$ cat config.mk
export PLATFORM = sky130hd
export DESIGN_NAME = partial_sums_scheduler
export DESIGN_NICKNAME = d
export VERILOG_FILES = /design/src/rtl/partial_sums_scheduler.sv
export SDC_FILE = /design/constraint.sdc
export NUM_CORES = 1
export LEC_CHECK = 0
export ABC_AREA = 1
export ABC_CLOCK_PERIOD_IN_PS = 1500
export BUFFER_PORTS_ARGS = -buffer_cell sky130_fd_sc_hd__buf_2
export CORE_MARGIN = 2
export CORE_UTILIZATION = 54
export DETAILED_ROUTE_END_ITERATION = 10
export PLACE_DENSITY = 0.79
export SYNTH_ARGS = -nofsm -noshare
export SYNTH_HDL_FRONTEND = slang
export SYNTH_SLANG_ARGS = --single-unit
$ cat constraint.sdc
create_clock -name clk -period 1.5 [get_ports clk]
set_input_delay 0.075 -clock clk [delete_from_list [all_inputs] [get_ports clk]]
set_output_delay 0.075 -clock clk [all_outputs]
set_load 0.05 [all_outputs]
$ cat src/rtl/partial_sums_scheduler.sv
// partial_sums_scheduler: owns the SC polar partial-sum register S and issues one-hot distribute beats.
// Optional illegal-request checking is enabled by defining PS_SCHED_ERRCHK_EN.
module partial_sums_scheduler #(
  parameter int n = 3,
  parameter int p = 1
) (
  input  logic             clk,
  input  logic             rst_n,
  input  logic             frame_start,
  input  logic             bit_valid,
  input  logic             bit_value,
  output logic             bit_ready,
  output logic [n-1:0]     bit_idx,
  output logic             frame_done,
  input  logic             req_valid,
  input  logic [n-1:0]     req_base,
  input  logic [n:0]       req_len,
  output logic             req_ready,
  output logic [2**n-1:0]  S,
  output logic [2**n-1:0]  distribute_vector,
  output logic             dist_valid,
  input  logic             dist_ready,
  output logic             dist_last,
  output logic             err
);
  localparam int N = 2**n;
  localparam logic [n:0] STEP = (n+1)'(2**p);
  localparam logic [N-1:0] ONE = N'(1);
  typedef enum logic {IDLE, ISSUE} state_t;
  state_t state, state_nxt;
  logic bit_acc, req_acc, beat_acc, illegal;
  logic [N-1:0] mask;
  logic [n:0] beats, remain;
  logic [n-1:0] pos, pos_nxt;
  always_comb begin
    bit_ready = state == IDLE;
    req_ready = state == IDLE && !bit_valid;
    bit_acc = bit_valid && bit_ready;
    req_acc = req_valid && req_ready;
    beat_acc = state == ISSUE && dist_valid && dist_ready;
    beats = (req_len >> p) == '0 ? (n+1)'(1) : req_len >> p;
    pos_nxt = pos + STEP[n-1:0];
    // S[j] takes u_i for every j whose set bits are a subset of i's
    for (int j = 0; j < N; j++) mask[j] = (n'(j) & ~bit_idx) == '0;
`ifdef PS_SCHED_ERRCHK_EN
    illegal = req_len == '0 || (req_len & (req_len - 1'b1)) != '0 || req_len > (n+1)'(N) ||
              (n+2)'(req_base) + (n+2)'(req_len) > (n+2)'(N);
`else
    illegal = 1'b0;
`endif
    state_nxt = frame_start ? IDLE :
                state == IDLE ? (req_acc && !illegal ? ISSUE : IDLE) :
                (beat_acc && dist_last ? IDLE : ISSUE);
  end
  always_ff @(posedge clk or negedge rst_n) begin
    if (!rst_n) state <= IDLE;
    else state <= state_nxt;
  end
  always_ff @(posedge clk or negedge rst_n) begin
    if (!rst_n) begin
      S <= '0;
      bit_idx <= '0;
      frame_done <= 1'b0;
      distribute_vector <= '0;
      dist_valid <= 1'b0;
      dist_last <= 1'b0;
      pos <= '0;
      remain <= '0;
      err <= 1'b0;
    end else if (frame_start) begin
      S <= '0;
      bit_idx <= '0;
      frame_done <= 1'b0;
      distribute_vector <= '0;
      dist_valid <= 1'b0;
      dist_last <= 1'b0;
      pos <= '0;
      remain <= '0;
    end else begin
      frame_done <= bit_acc && bit_idx == n'(N-1);
      if (bit_acc) begin
        S <= S ^ (bit_value ? mask : '0);
        bit_idx <= bit_idx + 1'b1;
      end
      if (req_acc && illegal) err <= 1'b1;
      if (req_acc && !illegal) begin
        pos <= req_base;
        remain <= beats - 1'b1;
        dist_valid <= 1'b1;
        distribute_vector <= ONE << req_base;
        dist_last <= beats == (n+1)'(1);
      end else if (beat_acc) begin
        if (dist_last) begin
          dist_valid <= 1'b0;
          distribute_vector <= '0;
          dist_last <= 1'b0;
        end else begin
          pos <= pos_nxt;
          remain <= remain - 1'b1;
          distribute_vector <= ONE << pos_nxt;
          dist_last <= remain == (n+1)'(1);
        end
      end
    end
  end
endmodule
== Word level (Yosys, flattened, before mapping) ==
Index checks and enable logic that the tools add are counted.
Widths: inputs -> output; s select.

* Bitwise logic cells: 3
* Shift operators: 2
* Reduce and logical (&&, ||, !) cells: 21
* $add $sub $neg: 4
* Equality and inequality tests: 4
* Multiplexer cells: 31

{| class="wikitable"
|+ Operators by type and width
! operator !! count
|-
| $mux 8 || 7
|-
| $logic_not 3->1 || 7
|-
| $mux 3 || 7
|-
| $mux 4 || 4
|-
| $shl 1x3->8 const A || 2
|-
| $mux 1 || 13
|-
| $xor 8x8->8 || 1
|-
| $logic_and 1x1->1 || 7
|-
| $reduce_bool 3->1 || 2
|-
| $eq 4x1->1 const B || 1
|-
| $logic_not 4->1 || 1
|-
| $reduce_and 2->1 || 2
|-
| $sub 3x1->4 const B || 1
|-
| $sub 4x1->4 const B || 1
|-
| $add 3x1->3 const B || 1
|-
| $add 3x2->3 const B || 1
|-
| $eq 3x1->1 const B || 1
|-
| $eq 3x3->1 const B || 1
|-
| $ne 3x2->1 const B || 1
|-
| $not 3->3 || 1
|-
| $reduce_bool 2->1 || 1
|-
| $logic_not 1->1 || 1
|-
| $not 1->1 || 1
|}

* Word-level logic and storage cells: 74
* Output and inout port bits: 25
* Flip-flop bits (word level): 30
* Input port bits: 14

== Depth between registers and ports, before layout ==
Gate-level depths: netlist (run 1).

* Depth in word-level cells: 6
* Depth in mapped cells: 10
* Depth with buffers taken out: 10

== Least setup slack after synthesis (run 1) ==
OpenSTA, ideal clock, no wires.

* Kind: register to register
* Start point: register state
* End point: register S[6]
* Setup slack: 32 ps
* Data arrival time: 1346 ps
* Data required time: 1378 ps
* Setup time: 122 ps
* Stages on the path, launching flop included: 7
* Path buffers: 0
* Path through: dfrtp_1 -> inv_1 -> nand2_4 -> nor2_1 -> nand3_1 -> nand2_1 -> a21oi_1

* Cells in the longest elaborated chain, start to end: 3

{| class="wikitable"
|+ Ends and longest elaborated chain
! what !! RTL line !! text
|-
| start: declaration || 30 || <nowiki>state_t state, state_nxt;</nowiki>
|-
| start signal: assignment || 57 || <nowiki>else state <= state_nxt;</nowiki>
|-
| $not 1->1 || n/a ||
|-
| net bit_ready || 12 || <nowiki>output logic bit_ready,</nowiki>
|-
| $logic_and 1x1->1 || 38 || <nowiki>bit_acc = bit_valid && bit_ready;</nowiki>
|-
| $reduce_bool 2->1 (no source line) || n/a ||
|-
| end signal: assignment || 82 || <nowiki>S <= S ^ (bit_value ? mask : '0);</nowiki>
|-
| end: declaration || 19 || <nowiki>output logic [2**n-1:0] S,</nowiki>
|}

The timed path passes the listed nets, and every way through them passes these cells.
A chain may end at the register's enable or synchronous reset.

== Final worst setup path (run 1) ==
* Start point: register state
* End point: register dist_last

* Cells in the longest elaborated chain, start to end: 5
* Elaborated cells on any way between the ends: 8

{| class="wikitable"
|+ Ends and longest elaborated chain
! what !! RTL line !! text
|-
| $not 1->1 || n/a ||
|-
| $logic_and 1x1->1 || 37 || <nowiki>req_ready = state == IDLE && !bit_valid;</nowiki>
|-
| $logic_and 1x1->1 || 39 || <nowiki>req_acc = req_valid && req_ready;</nowiki>
|-
| $mux 1 || 86 || <nowiki>if (req_acc && !illegal) begin</nowiki>
|-
| $mux 1 || 70 || <nowiki>end else if (frame_start) begin</nowiki>
|-
| end signal: assignment || 91 || <nowiki>dist_last <= beats == (n+1)'(1);</nowiki>
|-
| end signal: assignment || 101 || <nowiki>dist_last <= remain == (n+1)'(1);</nowiki>
|-
| end: declaration || 23 || <nowiki>output logic dist_last,</nowiki>
|}

Parallel ways exist; a longest one is shown, timed or not.

==> impl_results.md, run 1 <==
* Crit path top cell by count: nand2_4
* Routing usage on met3 at 5.38%
* Sequential area share after synthesis at 41.2%
* Post-DR vias/cell at approximately 5.0
* Largest delay share family, worst path: simple AND/OR/NAND/NOR gates
* Final TNS setup at 0 ns
* Worst path cell trace: nor2_4 -> nand2_4 -> nand2_4 -> inv_2 -> nand2_4 -> inv_4 -> nand2_1 -> nand2_1
* Largest net degree at the start of global routing at 31
* PwrDens at ~900 mW/mm2
* Cells after Synth at 247
* Antenna cells at 0
* Hold Fails Final Rpt at 0
* Core Box Area at 0.00328 mm2
* Routed Antenna Nets at 0
* Netlist Area Pre-Place at 0.00182 mm2
* H-tree Lvls at 2
* CTS Hold Buffers Added at 1
* Worst Path Arrival at 1.58 ns
* Max Cap Viol at 0
* Pleak at 1.19 nW
* Bufs and invs on worst path at 2
* Worst path slowest cell: dfrtp_1
* Critical Path Fanout Max at 17
* Num CTS Buffers at 5
* I/O Buffers at 36
* F_max at 0.739 GHz
* Clk_lat worst skew at 0.32 ns
* First-pass GRT wire length at 6200 um
* CP Launch Type: register
* Die height at a little over 60 um
* Effective utilization at floorplan at 55.5%
* Final Max Slew Viols at 0
* GRT busiest layer: met2
* #FFs+latches synth at 30
* Synth cell types at 28
* GRT Total Usage at between 20% and 30%
* Synth Net Count at 267
* Maximum VDD drop at 407 uV
* Clock skew at 0.00320 ns
* Vias in the first global route at 1461
* Slew @ Worst Pin at 0.674 ns
* Hold slack final at slightly below 0.07 ns
* Rel. slew slack at 55.1%
* CTS Buffer Depth at 2
* # setup viols final at 0
* PostCTS Resize Cnt at 0
* RSZ-0062 raised after global routing: no
* GPL Wtd Cong at between 0.9 and 1
* Status: finished, final reports clean
* Critical Path RT at between 1.5 and 2 ns
* Setup bufs post-CTS at 0
* CTS tree: built
* Met2 Use GR at 36.5%
* # DRC at 0
* Wire per inst at 11.4 um
* Endpoint type of the worst setup path: register
* Rows at 21
* Worst-path clk slew at ~0.090 ns
* Worst min path class: in2reg
* Drt first pass iters at 4
* CTS root buf: clkbuf_4
* CP Class: reg2reg
* Initial antenna violation count at 0
* Via count at 1689
* Fraction of layout cells with a size suffix above 1 at 20.0%
* Max stage delay on crit path at 0.44 ns
* Tcrit/Tclk final at 90.2%
* Starting DRT DRC Count at between 70 and 80
* Global route overflow at 0
* Die area at 0.00385 mm2
* Clk sinks at 30
* GR Util met1 at 28.0%
* IO Count at 39
* Final #Nets at around 310
* Die X at 62.1 um
* Ys Warns at 0
* Syn Area/Cell at 7.38 um2
* Min Tclk post-route at 1.35 ns
* WL final at 3820 um
* Synth-to-layout area growth at 14.8%
* HPWL after DPL at 2840 um
[sequential cells by signal (all words and copies together), names as in the netlist]
register / flops
dist_valid: 1
distribute_vector: 8
S: 8
state: 1
dist_last: 1
remain: 4
pos: 3
frame_done: 1
bit_idx: 3
[path summary, 6_finish.rpt]
check,startpoint,end,slack [ns],cells after the start
setup / recovery,state$_DFF_PN0_,dist_last$_DFFE_PN0P_,0.15,8
max in group asynchronous,rst_n,distribute_vector[5]$_DFFE_PN0P_,0.75,2
min in group asynchronous,rst_n,remain[1]$_DFFE_PN0P_,0.32,2
setup reg to reg,state$_DFF_PN0_,dist_last$_DFFE_PN0P_,0.15,8
hold / removal,req_len[1],remain[0]$_DFFE_PN0P_,0.07,4
hold reg to reg,S[0]$_DFFE_PN0P_,S[0]$_DFFE_PN0P_,0.47,1
[cell usage after synthesis]
library cell   n  area share, %
conb_1         1           0.21
xnor2_1        1           0.48
nand2_4        4            2.5
nor2_2         1           0.34
nor2_8         1            1.1
mux2i_1        1           0.55
nand2_1       80             16
nor2_4         1           0.62
nor3_1         2           0.55
nand4_1        3            1.0
nor2_1        22            4.5
inv_2          2           0.41
dfrtp_1       30             41
a21oi_2        1           0.48
nand3b_1       1           0.41
inv_1         31            6.4
bufbuf_16      1            1.8
a21oi_1        7            1.9
nand3_2        1           0.55
ha_1           6            4.1
inv_4          1           0.34
buf_4          1           0.41
buf_6          1           0.62
o21ai_0       14            3.8
o22ai_1        1           0.34
o21ai_1        1           0.27
nand3_1       29            8.0
buf_2          2           0.55
[placed cells by master (no fill, tap or decap), drive strengths merged]
cell type / netlist / layout
dfrtp: 30 / 30
nand2: 84 / 84
inv: 34 / 34
o21ai: 15 / 15
nand3: 30 / 30
clkbuf: 0 / 7
nand3b: 1 / 1
nand4: 3 / 3
clkinv: 0 / 1
xnor2: 1 / 1
o22ai: 1 / 1
nor2: 25 / 25
mux2i: 1 / 1
buf: 4 / 39
a21oi: 8 / 8
dlygate4sd3: 0 / 1
conb: 1 / 1
nor3: 2 / 2
ha: 6 / 6
[per-stage QoR]
stage	utilization, %	cell area [um2]	setup slack [ns]	power [mW]	instances
detailed placement	61.5	2020	0.171	1.37	327
global placement	61.5	2020	0.208	1.36	327
finish	63.7	2090	0.147	1.86	336
floorplan	-	1820	0.0317	1.25	247
CTS	63.7	2090	0.147	1.87	336
global route	63.7	2090	0.0225	1.99	336
[worst reg2reg max path, delay by kind of cell, from the launching register on]
family	cells	cell delay, ns
flip-flops	1	0.44
AND/OR/NAND/NOR	6	0.68
buffers and inverters	2	0.14
[cell type report]
class	count	area, um2
clock inverter	1	5.00
multi-input combinational	178	880
fill	301	1190
sequential	30	751
inverter	34	130
clock buffer	7	55.1
timing repair buffer	40	213
tap	46	57.6
[kinds of logic after synthesis]
logic type      count (synthesis)  synth area share [%]
compound gates                 24                  6.87
other cells                     1                 0.206
flops                          30                  41.2
buf+inv                        39                  10.5
fa+ha+maj                       6                  4.12
simple gates                  145                  36.1
xor+xnor                        1                 0.481
mux                             1                 0.549
[power by group]
| part | switching, mW | total (mW) | internal, mW |
|---|---|---|---|
| clock network | 0.278 | 0.505 | 0.227 |
| logic | 0.325 | 0.456 | 0.131 |
| registers | 0.0463 | 0.901 | 0.855 |
| total | 0.650 | 1.86 | 1.21 |
[metal layers]
metal	vias up	routed length [um]
met3	6	259
met1	754	1730
met5	-	0
li1	862	-
met2	67	1780
met4	0	51
(Power assumes the default switching activity.)
==> run 2: changes to the inputs <==
ABC_AREA = not set   (was 1)
CORE_MARGIN = 3   (was 2)
CORE_UTILIZATION = 53   (was 54)
PLACE_DENSITY = 0.78   (was 0.79)
==> impl_results.md, run 2 <==
* Status: finished, final reports clean
* Endpoint type of the worst setup path: register
* Drt first pass iters at 5 (+1)
* Antenna cells at 0 (unchanged)
* Clk sinks at 30 (unchanged)
* Seq pwr share at 50.4% (+2.0 points)
* Finished Layout Cells at 266 (-21%)
* Final instance area at 0.00207 mm2 (-1.1%)
* Max Cap Viol at 0 (unchanged)
* Most common cell after layout, fill and taps aside: buf_2
* Area share of the largest cell type after synthesis at 43.5% (+2.3 points)
* Largest net degree at the start of global routing at 31 (unchanged)
* P_int at 1.18 mW (-2.5%)
* CTS tree: built
* Comb power frac at 24.5% (about the same)
* Vias in the first global route at 1531 (+4.8%)
* Die height at 63.0 um (+1.5%)
* Effective utilization at floorplan at 56.0% (+0.55 points)
* Max stage delay on crit path at 0.47 ns (+0.03 ns)
* Hold Fails Final Rpt at 0 (unchanged)
* Min Tclk post-route at 1.42 ns (+0.0678 ns)
* Wire per inst at 15.3 um (+34%)
* DP Worst Slack at 0.0453 ns (-0.126 ns)
* CP Launch Type: register
* Worst min path class: in2reg
* Setup WS post-layout at 0.0796 ns (-0.0678 ns)
* Via count at 1525 (-9.7%)
* Ys Warns at 0 (unchanged)
* Clk_lat worst skew at 0.33 ns (about the same)
* Worst Path Arrival at 1.62 ns (+0.04 ns)
* PwrDens at 864 mW/mm2 (-3.0%)
* # DRC at 0 (unchanged)
* GPL Wtd Cong at 0.826 (-10%)
* Cell Area, Placed at 0.00197 mm2 (-2.3%)
* Largest delay share family, worst path: simple AND/OR/NAND/NOR gates
* Synth Flop Type: dfrtp_1
* Final TNS setup at 0 ns (unchanged)
* Post-DR vias/cell at 5.73 (+14%)
* Global route overflow at 0 (unchanged)
* Sw Share at 33.9% (-1.0 points)
* CTS Buffer Depth at 2 (unchanged)
* Num CTS Buffers at 5 (unchanged)
* Cell taking the most area after synthesis: dfrtp_1
* Critical Path Fanout Max at 10 (-7)
* Fraction of layout cells with a size suffix above 1 at 29.3% (+9.3 points)
* Fin util at 67.2% (+3.5 points)
* Slew @ Worst Pin at 0.648 ns (-0.0267 ns)
* Top-count cell post-synth: dfrtp_1
* Final #Nets at 241 (-22%)
* Synth top cells by count: dfrtp_1 (30), nor2_1 (17), nand3_1 (10)
* # setup viols final at 0 (unchanged)
* RSZ-0062 raised after global routing: no
* Sw power at 605 uW (-6.9%)
* Synth Net Count at 198 (-26%)
* Clock power frac at 25.1% (-2.0 points)
* Cells after Synth at 178 (-28%)
* CTS root buf: clkbuf_4
* Rel. slew slack at 56.8% (+1.8 points)
* H-tree Lvls at 2 (unchanged)
* Synth area leaders: dfrtp_1 (44%), ha_1 (4.4%), nand4b_1 (4.1%)
* Routed Antenna Nets at 0 (unchanged)
* EDFF count, synth at 0 (unchanged)
* GRT Total Usage at 22.2% (+0.13 points)
* Maximum VDD drop at 618 uV (+52%)
* Pleak at 0.957 nW (-20%)
* Synth-to-layout area growth at 20.0%
* Netlist Area Pre-Place at 0.00172 mm2 (-5.4%)
* #FFs+latches synth at 30 (unchanged)
* Core Box Area at 0.00308 mm2 (-6.3%)
* Bufs and invs on worst path at 1 (-1)
* Critical Path RT at 1.70 ns (-0.02 ns)
* Die X at 63.0 um (+1.5%)
* I/O Buffers at 36 (unchanged)
* IO Count at 39 (unchanged)
* F_max at 0.704 GHz (-4.8%)
* HPWL after DPL at 2970 um (+4.3%)
* Sequential area share after synthesis at 43.5% (+2.3 points)
* Syn Area/Cell at 9.69 um2 (+31%)
* Die area at 0.00397 mm2 (+3.1%)
* Rows at 20 (-4.8%)
* Tcrit/Tclk final at 94.7% (+4.5 points)
* Asr flop ratio synth at 100% (unchanged)
* Worst path slowest cell: or3b_4
* Dpl cells at 256 (-22%)
* Synth cell types at 43 (+54%)
* CP Class: reg2reg
* Starting DRT DRC Count at 78 (unchanged)
* Design Power at 1.79 mW (-4.0%)
* Hold slack final at 0.0469 ns (-0.0204 ns)
* Worst-path clk slew at 0.09 ns (about the same)
* Clock skew at 0.00744 ns (+0.00424 ns)
* Top Registers: S: 8 flops, distribute_vector: 8 flops, remain: 4 flops
* Final Max Slew Viols at 0 (unchanged)
* Worst path cell trace: or3b_4 -> buf_4 -> nand3_1 -> o22ai_1
* Initial antenna violation count at 0 (unchanged)
* First-pass GRT wire length at 7000 um (+13%)
* R2R setup slack at 0.08 ns (-0.07 ns)
* Commonest cells after routing, fill and taps aside: buf_2 (35), dfrtp_1 (28), nor2_1 (17)
* WL final at 4060 um (+6.3%)
[run 2: changes by cell type after synthesis, sizes merged, moves of 5 or more]
cell | previous run | this run
o21ai | 15 | 5
nand4b | 0 | 8
xor2 | 0 | 6
nor4 | 0 | 5
or3 | 0 | 5
nand3 | 30 | 10
inv | 34 | 8
clkbuf | 0 | 6
nand2 | 84 | 6
nor2 | 25 | 17
[run 2: logic make-up (layout without fill, tap and decap cells)]
kind of cell	after synthesis	in the layout	share of synthesized area, %
muxes	2	2	1.16
xor gates and xnor gates	9	9	4.57
AOI/OAI and AO/OA	31	31	13.2
other	1	1	0.217
DFF	30	30	43.5
and+or+nand+nor	77	77	26.7
buffers and inverters	22	66	6.24
adders and majority gates	6	6	4.35
[run 2: power by group through the flow]
stage / registers (mW) / clock network [mW] / logic, mW
after CTS: 0.898 / 0.465 / 0.431
final: 0.901 / 0.448 / 0.438
after floorplan: 1.01 / 0 / 0.203
after global routing: 0.909 / 0.500 / 0.476
after global placement: 0.909 / 0 / 0.417
after detailed placement: 0.914 / 0 / 0.427
[run 2: worst register-to-register path, stage by stage, from the launching register on]
cell     delay [ns]
dfrtp_1        0.40
or3b_4         0.47
buf_4          0.19
nand3_1        0.13
o22ai_1        0.11
[run 2: final cells by class]
cell class | count | area, um2
fillers | 276 | 1010
multi-input cells | 126 | 883
flip-flops and latches | 30 | 753
repair buffers | 50 | 298
well taps | 44 | 55.1
clock buffers | 8 | 48.8
inverters | 8 | 30.0
[run 2: final timing paths]
path | cells after the start | startpoint | to
setup / recovery | 4 | state$_DFF_PN0_ | distribute_vector[0]$_DFFE_PN0P_
hold / removal | 3 | req_base[0] | pos[0]$_DFFE_PN0P_
setup reg to reg | 4 | state$_DFF_PN0_ | distribute_vector[0]$_DFFE_PN0P_
hold reg to reg | 2 | S[2]$_DFFE_PN0P_ | S[2]$_DFFE_PN0P_
max in group asynchronous | 2 | rst_n | dist_valid$_DFFE_PN0P_
min in group asynchronous | 2 | rst_n | distribute_vector[4]$_DFFE_PN0P_
[run 2: metal layers]
metal | global-route usage (%) | vias up | routed length, um | share of wire, %
met2 | 36.5 | 45 | 1960 | 48
met4 | 7.99 | 0 | 70 | 1.7
met5 | 0 | - | 0 | 0
li1 | - | 732 | - | -
met1 | 28.3 | 740 | 1790 | 44
met3 | 5.40 | 8 | 236 | 5.8
[run 2: timing repair]
| action | CTS | global route |
|---|---|---|
| hold buffers | 1 | 0 |
| setup buffers | 0 | 1 |
| hold endpoints to repair | 30 | 0 |
| gates resized for setup | 0 | 8 |
| setup endpoints to repair | 0 | 12 |
